## src/rtl/spi_pkg.sv

```systemverilog
// -----------------------------------------------------------------------------
// spi_pkg
// Shared types and constants for the SPI slave receiver.
//   spi_state_e    : receiver FSM states (IDLE while chip select is high,
//                    SHIFT while it is low)
//   SPI_WORD_W     : default word width in bits
//   SPI_CNT_W      : width of the bit counter output
//   SPI_IN_STAGES  : clk edges between a pin change and the edge-detect input
//                    register (3 with SPI_RX_SYNC_EN, 1 otherwise)
// Configuration macro: SPI_RX_SYNC_EN
// -----------------------------------------------------------------------------
package spi_pkg;

  localparam int unsigned SPI_WORD_W = 16;
  localparam int unsigned SPI_CNT_W  = 5;

`ifdef SPI_RX_SYNC_EN
  localparam int unsigned SPI_IN_STAGES = 3;
`else
  localparam int unsigned SPI_IN_STAGES = 1;
`endif

  typedef enum logic [0:0] {
    IDLE  = 1'b0,
    SHIFT = 1'b1
  } spi_state_e;

  // Next value of a saturating pipeline-fill counter.
  function automatic logic [1:0] prime_next(input logic [1:0] cnt);
    if (cnt == 2'(SPI_IN_STAGES)) begin
      prime_next = cnt;
    end else begin
      prime_next = cnt + 2'd1;
    end
  endfunction

endpackage

```

## src/rtl/spi_sync_edge.sv

```systemverilog
// -----------------------------------------------------------------------------
// spi_sync_edge
// Brings the SPI pins into the clk domain and detects sclk / cs rising edges.
// With SPI_RX_SYNC_EN a two-flop synchronizer precedes the input register
// (asynchronous master); without it the pins are registered once (master on
// the same clk).
// Ports:
//   clk, reset_n        : system clock, async active-low reset
//   spi_cs_l, spi_sclk,
//   spi_data            : raw SPI pins
//   cs_l_s              : registered chip select (active low)
//   data_s              : registered MOSI, aligned with sclk_rise
//   sclk_rise           : one-cycle strobe on an sclk rising edge
//   cs_rise             : one-cycle strobe on a chip-select rising edge
// Configuration macro: SPI_RX_SYNC_EN
// -----------------------------------------------------------------------------
module spi_sync_edge (
  input  logic clk,
  input  logic reset_n,
  input  logic spi_cs_l,
  input  logic spi_sclk,
  input  logic spi_data,
  output logic cs_l_s,
  output logic data_s,
  output logic sclk_rise,
  output logic cs_rise
);

  logic cs_in_s;
  logic sclk_in_s;
  logic data_in_s;

`ifdef SPI_RX_SYNC_EN
  logic [1:0] cs_meta_r;
  logic [1:0] sclk_meta_r;
  logic [1:0] data_meta_r;

  // Two-flop synchronizers; cs idles high so its chain resets to ones.
  always_ff @(posedge clk or negedge reset_n) begin
    if (!reset_n) begin
      cs_meta_r   <= 2'b11;
      sclk_meta_r <= 2'b00;
      data_meta_r <= 2'b00;
    end else begin
      cs_meta_r   <= {cs_meta_r[0], spi_cs_l};
      sclk_meta_r <= {sclk_meta_r[0], spi_sclk};
      data_meta_r <= {data_meta_r[0], spi_data};
    end
  end

  assign cs_in_s   = cs_meta_r[1];
  assign sclk_in_s = sclk_meta_r[1];
  assign data_in_s = data_meta_r[1];
`else
  assign cs_in_s   = spi_cs_l;
  assign sclk_in_s = spi_sclk;
  assign data_in_s = spi_data;
`endif

  logic cs_r;
  logic sclk_r;
  logic data_r;
  logic cs_hist_r;
  logic sclk_hist_r;

  // Input register plus one-cycle history used for edge detection.
  always_ff @(posedge clk or negedge reset_n) begin
    if (!reset_n) begin
      cs_r        <= 1'b1;
      sclk_r      <= 1'b0;
      data_r      <= 1'b0;
      cs_hist_r   <= 1'b1;
      sclk_hist_r <= 1'b0;
    end else begin
      cs_r        <= cs_in_s;
      sclk_r      <= sclk_in_s;
      data_r      <= data_in_s;
      cs_hist_r   <= cs_r;
      sclk_hist_r <= sclk_r;
    end
  end

  assign cs_l_s    = cs_r;
  assign data_s    = data_r;
  assign sclk_rise = sclk_r & ~sclk_hist_r;
  assign cs_rise   = cs_r & ~cs_hist_r;

endmodule

```

## src/rtl/spi_slave_rx.sv

```systemverilog
// -----------------------------------------------------------------------------
// spi_slave_rx
// SPI mode-0 style slave receiver: MSB-first words of WIDTH bits are shifted
// in on sclk rising edges while spi_cs_l is low and handed to a consumer with
// a valid/ready handshake. Back-to-back words under one chip select are
// supported.
// Ports:
//   clk, reset_n : system clock, async active-low reset
//   spi_cs_l     : chip select, active low
//   spi_sclk     : serial clock, data sampled on its rising edge
//   spi_data     : serial data (MOSI)
//   rx_data      : last completed word
//   rx_valid     : rx_data holds an unconsumed word
//   rx_ready     : consumer takes rx_data when rx_valid && rx_ready
//   overrun      : one-cycle pulse when a completed word is dropped
//   frame_err    : one-cycle pulse when chip select rises mid-word
//   bit_cnt      : bits received in the current word
// Configuration macro: SPI_RX_SYNC_EN (two-flop synchronizers on the pins)
// -----------------------------------------------------------------------------
module spi_slave_rx
  import spi_pkg::*;
#(
  parameter int unsigned WIDTH = SPI_WORD_W
) (
  input  logic                 clk,
  input  logic                 reset_n,
  input  logic                 spi_cs_l,
  input  logic                 spi_sclk,
  input  logic                 spi_data,
  output logic [WIDTH-1:0]     rx_data,
  output logic                 rx_valid,
  input  logic                 rx_ready,
  output logic                 overrun,
  output logic                 frame_err,
  output logic [SPI_CNT_W-1:0] bit_cnt
);

  localparam logic [SPI_CNT_W-1:0] CNT_LAST = SPI_CNT_W'(WIDTH - 1);
  localparam logic [SPI_CNT_W-1:0] CNT_ONE  = SPI_CNT_W'(1);

  logic cs_l_s;
  logic data_s;
  logic sclk_rise;
  logic cs_rise;

  spi_sync_edge u_sync_edge (
    .clk       (clk),
    .reset_n   (reset_n),
    .spi_cs_l  (spi_cs_l),
    .spi_sclk  (spi_sclk),
    .spi_data  (spi_data),
    .cs_l_s    (cs_l_s),
    .data_s    (data_s),
    .sclk_rise (sclk_rise),
    .cs_rise   (cs_rise)
  );

  spi_state_e           state_r;
  spi_state_e           state_nx;
  logic [WIDTH-1:0]     shift_r;
  logic [WIDTH-1:0]     shift_nx;
  logic [SPI_CNT_W-1:0] bit_cnt_r;
  logic [SPI_CNT_W-1:0] bit_cnt_nx;
  logic [WIDTH-1:0]     rx_data_r;
  logic [WIDTH-1:0]     rx_data_nx;
  logic                 rx_valid_r;
  logic                 rx_valid_nx;
  logic                 overrun_r;
  logic                 overrun_nx;
  logic                 frame_err_r;
  logic                 frame_err_nx;
  logic                 armed_r;
  logic                 armed_nx;
  logic [1:0]           prime_r;
  logic [1:0]           prime_nx;
  logic                 word_done_s;
  logic [WIDTH-1:0]     word_s;

  // The completed word includes the bit arriving in this cycle.
  assign word_s = {shift_r[WIDTH-2:0], data_s};

  // Arming: the reset value sitting in the input pipeline is not a real
  // observation of cs high, so wait until the pipeline has filled with pin
  // samples and then require cs high before any transfer may start.
  always_comb begin
    prime_nx = prime_next(prime_r);
    armed_nx = armed_r;
    if (!armed_r && (prime_r == 2'(SPI_IN_STAGES)) && cs_l_s) begin
      armed_nx = 1'b1;
    end else begin
      armed_nx = armed_r;
    end
  end

  // Receiver FSM next state, shift register and bit counter.
  always_comb begin
    state_nx     = state_r;
    shift_nx     = shift_r;
    bit_cnt_nx   = bit_cnt_r;
    frame_err_nx = 1'b0;
    word_done_s  = 1'b0;
    case (state_r)
      IDLE: begin
        if (armed_r && !cs_l_s) begin
          state_nx   = SHIFT;
          bit_cnt_nx = '0;
        end else begin
          state_nx   = IDLE;
        end
      end
      SHIFT: begin
        // A cs rise wins over a simultaneous sclk rise.
        if (cs_l_s) begin
          state_nx   = IDLE;
          bit_cnt_nx = '0;
          if (cs_rise && (bit_cnt_r != '0)) begin
            frame_err_nx = 1'b1;
            shift_nx     = '0;
          end else begin
            frame_err_nx = 1'b0;
          end
        end else if (sclk_rise) begin
          shift_nx = word_s;
          if (bit_cnt_r == CNT_LAST) begin
            bit_cnt_nx  = '0;
            word_done_s = 1'b1;
          end else begin
            bit_cnt_nx  = bit_cnt_r + CNT_ONE;
          end
        end else begin
          state_nx = SHIFT;
        end
      end
      default: begin
        state_nx   = IDLE;
        bit_cnt_nx = '0;
      end
    endcase
  end

  // Output handshake: load a finished word when the holding register is free
  // or being emptied this cycle, otherwise drop it and flag overrun.
  always_comb begin
    rx_data_nx  = rx_data_r;
    rx_valid_nx = rx_valid_r;
    overrun_nx  = 1'b0;
    if (word_done_s) begin
      if (!rx_valid_r || rx_ready) begin
        rx_data_nx  = word_s;
        rx_valid_nx = 1'b1;
      end else begin
        overrun_nx  = 1'b1;
      end
    end else if (rx_valid_r && rx_ready) begin
      rx_valid_nx = 1'b0;
    end else begin
      rx_valid_nx = rx_valid_r;
    end
  end

  // State and output registers.
  always_ff @(posedge clk or negedge reset_n) begin
    if (!reset_n) begin
      state_r     <= IDLE;
      shift_r     <= '0;
      bit_cnt_r   <= '0;
      rx_data_r   <= '0;
      rx_valid_r  <= 1'b0;
      overrun_r   <= 1'b0;
      frame_err_r <= 1'b0;
      armed_r     <= 1'b0;
      prime_r     <= 2'd0;
    end else begin
      state_r     <= state_nx;
      shift_r     <= shift_nx;
      bit_cnt_r   <= bit_cnt_nx;
      rx_data_r   <= rx_data_nx;
      rx_valid_r  <= rx_valid_nx;
      overrun_r   <= overrun_nx;
      frame_err_r <= frame_err_nx;
      armed_r     <= armed_nx;
      prime_r     <= prime_nx;
    end
  end

  assign rx_data   = rx_data_r;
  assign rx_valid  = rx_valid_r;
  assign overrun   = overrun_r;
  assign frame_err = frame_err_r;
  assign bit_cnt   = bit_cnt_r;

endmodule

```

## config.mk

```make
export PLATFORM = sky130hd
export DESIGN_NAME = spi_slave_rx
export DESIGN_NICKNAME = d
export VERILOG_FILES = /design/src/rtl/spi_pkg.sv /design/src/rtl/spi_sync_edge.sv /design/src/rtl/spi_slave_rx.sv
export SDC_FILE = /design/constraint.sdc
export NUM_CORES = 1
export LEC_CHECK = 0
export CAP_MARGIN = 20
export CORE_MARGIN = 2
export CORE_UTILIZATION = 53
export DETAILED_ROUTE_END_ITERATION = 6
export GPL_TIMING_DRIVEN = 0
export PLACE_DENSITY_LB_ADDON = 0.25
export SYNTH_ARGS = -nofsm -noshare
export SYNTH_HDL_FRONTEND = slang
export SYNTH_HIERARCHICAL = 1
export SYNTH_SLANG_ARGS = --single-unit
```

## constraint.sdc

```tcl
create_clock -name clk -period 2.2 [get_ports clk]
set_clock_uncertainty 0.15 [all_clocks]
set_input_delay 0.44 -clock clk [delete_from_list [all_inputs] [get_ports clk]]
set_output_delay 0.44 -clock clk [all_outputs]
set_load 0.03 [all_outputs]
```

==> impl_metrics.py, run 1 <==
metrics = {
    "timing": {
        "drv_slew": 0,
        "max_freq_mhz": 475,
        "setup_viol": 0,
        "rsz0062_at_grt": "false",
        "finalHoldViolCount": 0,
        "holdWs_ns": 0.247,
        "tightest_slew_ns": 0.399,
        "relSlewSlack_pct": 73.3,
        "min_period_ns": 2.10,
        "post-route-period-util_pct": 95.6,
    },
    "synth": {
        "yosys.area.top_type": "dfrtp_1",
        "yosysSeqAreaShare_pct": 59.9,
        "synth_area_leaders": "dfrtp_1, mux2_4, nand2_1",
        "syn_area_mm2": 0.00201,
        "synth_cells": 161,
        "yosys_most_used_dff": "dfrtp_1",
        "ys_ff_latch": 48,
        "synth.avg_cell_area_um2": 12.5,
        "syn_nets": 170,
        "synth_enable_flop_cells": 0,
        "yosysWarnings": 6,
        "yosysTopAreaCellShare_pct": 57.3,
        "async_flop_share_pct": 100,
        "synth.distinct_cells": 37,
    },
    "run": {
        "drv_cap": 0,
    },
    "routing": {
        "routedWlPerCell_um": 14.1,
        "vias": 1322,
        "drc": 0,
        "via_per_inst": 5.27,
        "dr.first_iter.drc_count": 84,
        "ant_nets": 0,
        "dr.pass1.iters": 4,
        "drt_wl_total_um": 3530,
    },
    "finish": {
        "final_cells": 251,
        "drive_gt1_share_pct": 20.2,
        "multi_input_area_um2": 738,
        "n_antenna_cell": 0,
        "nNetsFinal": 211,
        "final_common_cell": "dfrtp_1",
        "finalInstanceArea_mm2": 0.00250,
        "area.growth.synth_to_final_pct": 24.7,
        "fillers": 256,
        "seqCellArea_mm2": 0.00120,
        "final_cell_mix": "dfrtp_1, nand2_1, clkdlybuf4s50_1, o21ai_0, mux2_4",
    },
    "critical_path": {
        "cp-endpoint": "bit_cnt[2]",
        "end_kind": "output port",
        "cpMaxStageDelayCell": "clkdlybuf4s50_1",
        "crit_type": "register to output port",
        "r2r_start": "bit_cnt[0]",
        "start_kind": "register",
        "rrSetupSlack_ns": 0.17,
        "cp.required_ns": 1.61,
        "crit_arrival_ns": 1.51,
        "crit_buf_inv": 1,
        "path_max_fanout": 7,
        "cp_top_family": "buffers and inverters",
        "slowest_delay_ns": 0.72,
        "ff2ff_path_depth": 5,
        "cp_num_cells": 1,
        "r2r_end": "rx_data[1]",
        "crit_chain": "clkdlybuf4s50_1",
        "startpoint": "bit_cnt[2]",
    },
    "floorplanning": {
        "die_w_um": 65.6,
        "start_util_pct": 54.9,
        "ios": 30,
        "core.rowCount": 22,
        "fp.dieH_um": 65.6,
        "dieArea_mm2": 0.00430,
        "core_mm2": 0.00366,
    },
    "clocking": {
        "cts_buffers": 5,
        "cts-root-buf": "clkbuf_8",
        "clkLatencyLatePin_ns": 0.30,
        "cts_tree": "done",
        "htree_levels": 2,
        "path_clk_slew_ns": 0.08,
        "cts_max_path_buffers": 2,
        "cts_sinks": 48,
        "postCtsResizedCells": 0,
    },
    "placed_design": {
        "hpwl_um": 2470,
        "gp_congestion": 0.753,
        "port_buffers": 29,
        "place_area_mm2": 0.00237,
        "dp_cells": 239,
    },
    "min_path": {
        "min_path_type": "register to register",
    },
    "global_routing": {
        "grt_antenna_before_repair": 0,
        "gr-total-overflow": 0,
        "grtUsageTotal_pct": 19.1,
        "grt_pass1_vias": 1274,
        "grt_pass1_wl_um": 6180,
        "grt_max_degree": 40,
    },
    "power": {
        "p_leak_nw": 1.15,
        "ir_worst_vdd_mv": 0.501,
        "p_total_mw": 1.57,
        "power.density_mw_per_mm2": 626,
    },
    "outcome": {
        "status": "completed",
    },
}
[worst min path at each step]
stage | to | cells after the start | slack [ns] | from
global placement | u_sync_edge/sclk_hist_r | 0 | 0.22 | u_sync_edge/sclk_r
floorplan | armed_r | 0 | -0.006 | reset_n
CTS | u_sync_edge/cs_hist_r | 0 | 0.25 | u_sync_edge/cs_l_s
detailed placement | u_sync_edge/sclk_r | 1 | 0.17 | reset_n
global route | u_sync_edge/cs_hist_r | 0 | 0.26 | u_sync_edge/cs_l_s
finish | u_sync_edge/sclk_hist_r | 0 | 0.25 | u_sync_edge/sclk_r
[sequential cells by signal, indices dropped and copies added, names as in the netlist]
register	cells
state_r	1
overrun	1
u_sync_edge/data_s	1
u_sync_edge/sclk_r	1
bit_cnt	5
prime_r	2
shift_r	15
rx_data	16
frame_err	1
rx_valid	1
u_sync_edge/cs_hist_r	1
u_sync_edge/sclk_hist_r	1
u_sync_edge/cs_l_s	1
armed_r	1
[per-layer routing]
metal	part of all wire, %	track usage [%]	up-vias	routed length (µm)
met4	1.6	7.81	0	55
met1	46	26.2	650	1610
met2	49	29.0	36	1730
met3	3.8	5.14	6	134
met5	0	0	-	0
li1	-	-	630	-
[repair_timing]
| action | in CTS | in global routing |
|---|---|---|
| endpoints found under the hold margin | 9 | 0 |
| buffers inserted | 0 | 3 |
| endpoints found under the setup margin | 0 | 10 |
| hold buffers | 1 | 0 |
[area by class of cell]
| type | count | area share [%] |
|---|---|---|
| plain buffers | 7 | 1.95 |
| well taps | 48 | 2.40 |
| clock inverters | 2 | 0.599 |
| multi-input cells | 101 | 29.5 |
| inverters | 5 | 0.749 |
| flip-flops and latches | 48 | 48.1 |
| repair buffers | 34 | 13.5 |
| clock buffers | 6 | 3.30 |
[synthesized netlist by cell type (2+ instances only)]
cell,instances
buf_2,2
clkbuf_1,2
dfrtp_1,46
dfstp_2,2
ha_1,3
inv_1,5
mux2_2,6
mux2_4,10
nand2_1,31
nand3_1,4
nand4b_1,2
nor2_1,3
nor2b_4,2
o21ai_0,20
[metrics by stage]
stage | worst slack, ns | util (%) | TNS (ns)
after floorplan | 0.0831 | - | 0
after detailed placement | -0.0805 | 64.9 | -0.697
after global placement | -0.668 | 64.5 | -31.29
final | 0.0959 | 68.4 | 0
after global routing | 0.0320 | 68.4 | 0
after CTS | 0.0610 | 67.8 | 0
[where the power goes]
group | switching, mW | internal (mW) | leakage, nW
Combinational | 0.0518 | 0.0371 | 0.462
Sequential | 0.0225 | 0.911 | 0.640
Clock | 0.292 | 0.254 | 0.0434
Total | 0.366 | 1.20 | 1.15
[cells by family after synthesis]
kind of cell               share of synthesized area (%)
and+or+nand+nor                                     16.3
DFF                                                 59.9
AOI/OAI and AO/OA                                   7.35
muxes                                               10.8
buffers and inverters                               3.36
adders and majority gates                           1.87
xor gates and xnor gates                           0.436
(Power assumes the default switching activity.)
==> run 2: changes to the inputs <==
--- a/config.mk
+++ b/config.mk
@@ -7,7 +7,7 @@
 export LEC_CHECK = 0
 export CAP_MARGIN = 20
 export CORE_MARGIN = 2
-export CORE_UTILIZATION = 53
+export CORE_UTILIZATION = 57
 export DETAILED_ROUTE_END_ITERATION = 6
 export GPL_TIMING_DRIVEN = 0
 export PLACE_DENSITY_LB_ADDON = 0.25
==> constraint.sdc (replaced) <==
create_clock -name clk -period 2.5 [get_ports clk]
set_clock_uncertainty 0.15 [all_clocks]
set_input_delay 0.5 -clock clk [delete_from_list [all_inputs] [get_ports clk]]
set_output_delay 0.5 -clock clk [all_outputs]
set_load 0.03 [all_outputs]
==> run 2 against run 1 <==
Effect of this change:
- non-clock buffer count fell by 3
- power fell by 13%
- first-iteration DRC count fell by 46%
- combinational power fell by 12%
- sequential share of layout area rose by 0.76 points
- final cell count fell by 2.0%
==> impl_metrics.py, run 2 (same netlist as run 1, synthesis figures left out) <==
metrics = {
    "clocking": {
        "cts_tree": "done",
        "postCtsResizedCells": 0,
        "clkLatencyLatePin_ns": 0.36,
        "cts_sinks": 48,
        "cts_buffers": 5,
        "path_clk_slew_ns": 0.14,
        "cts-root-buf": "clkbuf_4",
        "htree_levels": 2,
        "post_cts_buffers": 0,
        "cts_max_path_buffers": 2,
    },
    "timing": {
        "max_freq_mhz": 446,
        "post-route-period-util_pct": 89.6,
        "drv_slew": 0,
        "finalHoldViolCount": 0,
        "relSlewSlack_pct": 63.6,
        "tightest_slew_ns": 0.540,
        "holdWs_ns": 0.243,
        "min_period_ns": 2.24,
        "setup_viol": 0,
        "rsz0062_at_grt": "false",
        "totalNegativeSetupSlack_ns": 0,
    },
    "finish": {
        "largest_reg_flops": 16,
        "final_common_cell": "dfrtp_1",
        "area.growth.synth_to_final_pct": 22.7,
        "utilization_pct": 73.3,
        "final_cell_mix": "dfrtp_1, nand2_1, clkdlybuf4s50_1, o21ai_0, mux2_4",
        "drive_gt1_share_pct": 19.0,
        "finalInstanceArea_mm2": 0.00247,
        "fillers": 235,
        "final_cells": 246,
        "n_antenna_cell": 0,
        "nNetsFinal": 208,
    },
    "critical_path": {
        "crit_buf_inv": 1,
        "r2r_end": "rx_data[12]",
        "cp.required_ns": 1.85,
        "crit_arrival_ns": 1.59,
        "ff2ff_path_depth": 5,
        "crit_type": "register to output port",
        "crit_chain": "clkdlybuf4s50_1",
        "path_max_fanout": 7,
        "r2r_start": "bit_cnt[0]",
        "cp_top_family": "buffers and inverters",
        "rrSetupSlack_ns": 0.37,
        "start_kind": "register",
        "slowest_delay_ns": 0.72,
        "cpMaxStageDelayCell": "clkdlybuf4s50_1",
        "end_kind": "output port",
    },
    "placed_design": {
        "gp_congestion": 0.720,
        "place_area_mm2": 0.00237,
        "hpwl_um": 2440,
        "port_buffers": 29,
        "dp_cells": 237,
    },
    "global_routing": {
        "gr-total-overflow": 0,
        "grtUsageTotal_pct": 19.3,
        "grt_pass1_wl_um": 5950,
        "grt_max_degree": 32,
        "grt_pass1_vias": 1336,
        "grt_antenna_before_repair": 0,
    },
    "routing": {
        "routedWlPerCell_um": 13.8,
        "dr.pass1.iters": 4,
        "drt_wl_total_um": 3400,
        "dr.first_iter.drc_count": 45,
        "drc": 0,
        "vias": 1284,
        "ant_nets": 0,
        "via_per_inst": 5.22,
    },
    "floorplanning": {
        "die_w_um": 63.4,
        "start_util_pct": 59.7,
        "core_mm2": 0.00336,
        "ios": 30,
        "core.rowCount": 21,
        "fp.dieH_um": 63.4,
        "dieArea_mm2": 0.00402,
    },
    "min_path": {
        "hp-start": "u_sync_edge/cs_l_s",
        "whs_endpoint": "u_sync_edge/cs_hist_r",
        "hold_path_depth": 0,
        "min_path_type": "register to register",
    },
    "outcome": {
        "status": "completed",
    },
    "run": {
        "drv_cap": 0,
    },
    "power": {
        "ir_worst_vdd_mv": 0.424,
        "p_leak_nw": 1.13,
        "power.density_mw_per_mm2": 551,
    },
}
## run 2: worst max path at each step
stage / cells after the start / slack, ns / end / from
finish: 1 / 0.26 / bit_cnt[2] / bit_cnt[2]
detailed placement: 5 / 0.18 / rx_data[15] / rx_ready
floorplan: 5 / 0.38 / rx_data[10] / bit_cnt[0]
global placement: 1 / -0.40 / rx_data[2] / reset_n
CTS: 1 / 0.24 / bit_cnt[2] / bit_cnt[2]
global route: 1 / 0.19 / bit_cnt[2] / bit_cnt[2]
## run 2: metrics by stage
step           setup slack [ns]  power (mW)
5_1_grt                   0.194        1.42
2_1_floorplan             0.383       0.872
6_report                  0.259        1.36
4_1_cts                   0.239        1.37
3_5_place_dp              0.175       0.915
3_3_place_gp             -0.401       0.906
## run 2: worst register-to-register path: cells and delay by family, from the launching register on
family	cells	cell delay, ns
multiplexers	1	0.31
flip-flops	1	0.46
AND/OR/NAND/NOR	2	0.61
buffers and inverters	1	0.21
adder cells (fa/ha/maj)	1	0.29
## run 2: per-layer routing
layer  vias up  wire (µm)  part of all wire, %  global-route usage, %
met5         -          0                    0                      0
met4         0         19                 0.56                   6.25
met3         2        124                  3.6                   5.54
met2        29       1660                   49                   30.8
met1       631       1600                   47                   25.5
li1        622          -                    -                      -
## run 2: what timing repair did
item	4_1_cts	5_1_grt
hold buffers	1	0
hold endpoints to repair	15	0
setup endpoints to repair	0	0
## run 2: area by class of cell
| class | instances | area (µm²) | area share [%] |
|---|---|---|---|
| timing repair buffer | 31 | 315 | 12.8 |
| buffer | 7 | 48.8 | 1.98 |
| inverter | 5 | 18.8 | 0.761 |
| multi-input combinational | 101 | 738 | 29.9 |
| tap | 46 | 57.6 | 2.33 |
| sequential | 48 | 1200 | 48.8 |
| clock buffer | 5 | 37.5 | 1.52 |
| clock inverter | 3 | 46.3 | 1.88 |
## run 2: power by group
| part | total (mW) | switching [mW] | internal (mW) |
|---|---|---|---|
| clock network | 0.457 | 0.243 | 0.214 |
| registers | 0.822 | 0.0200 | 0.802 |
| logic | 0.0785 | 0.0460 | 0.0325 |
| total | 1.36 | 0.309 | 1.05 |
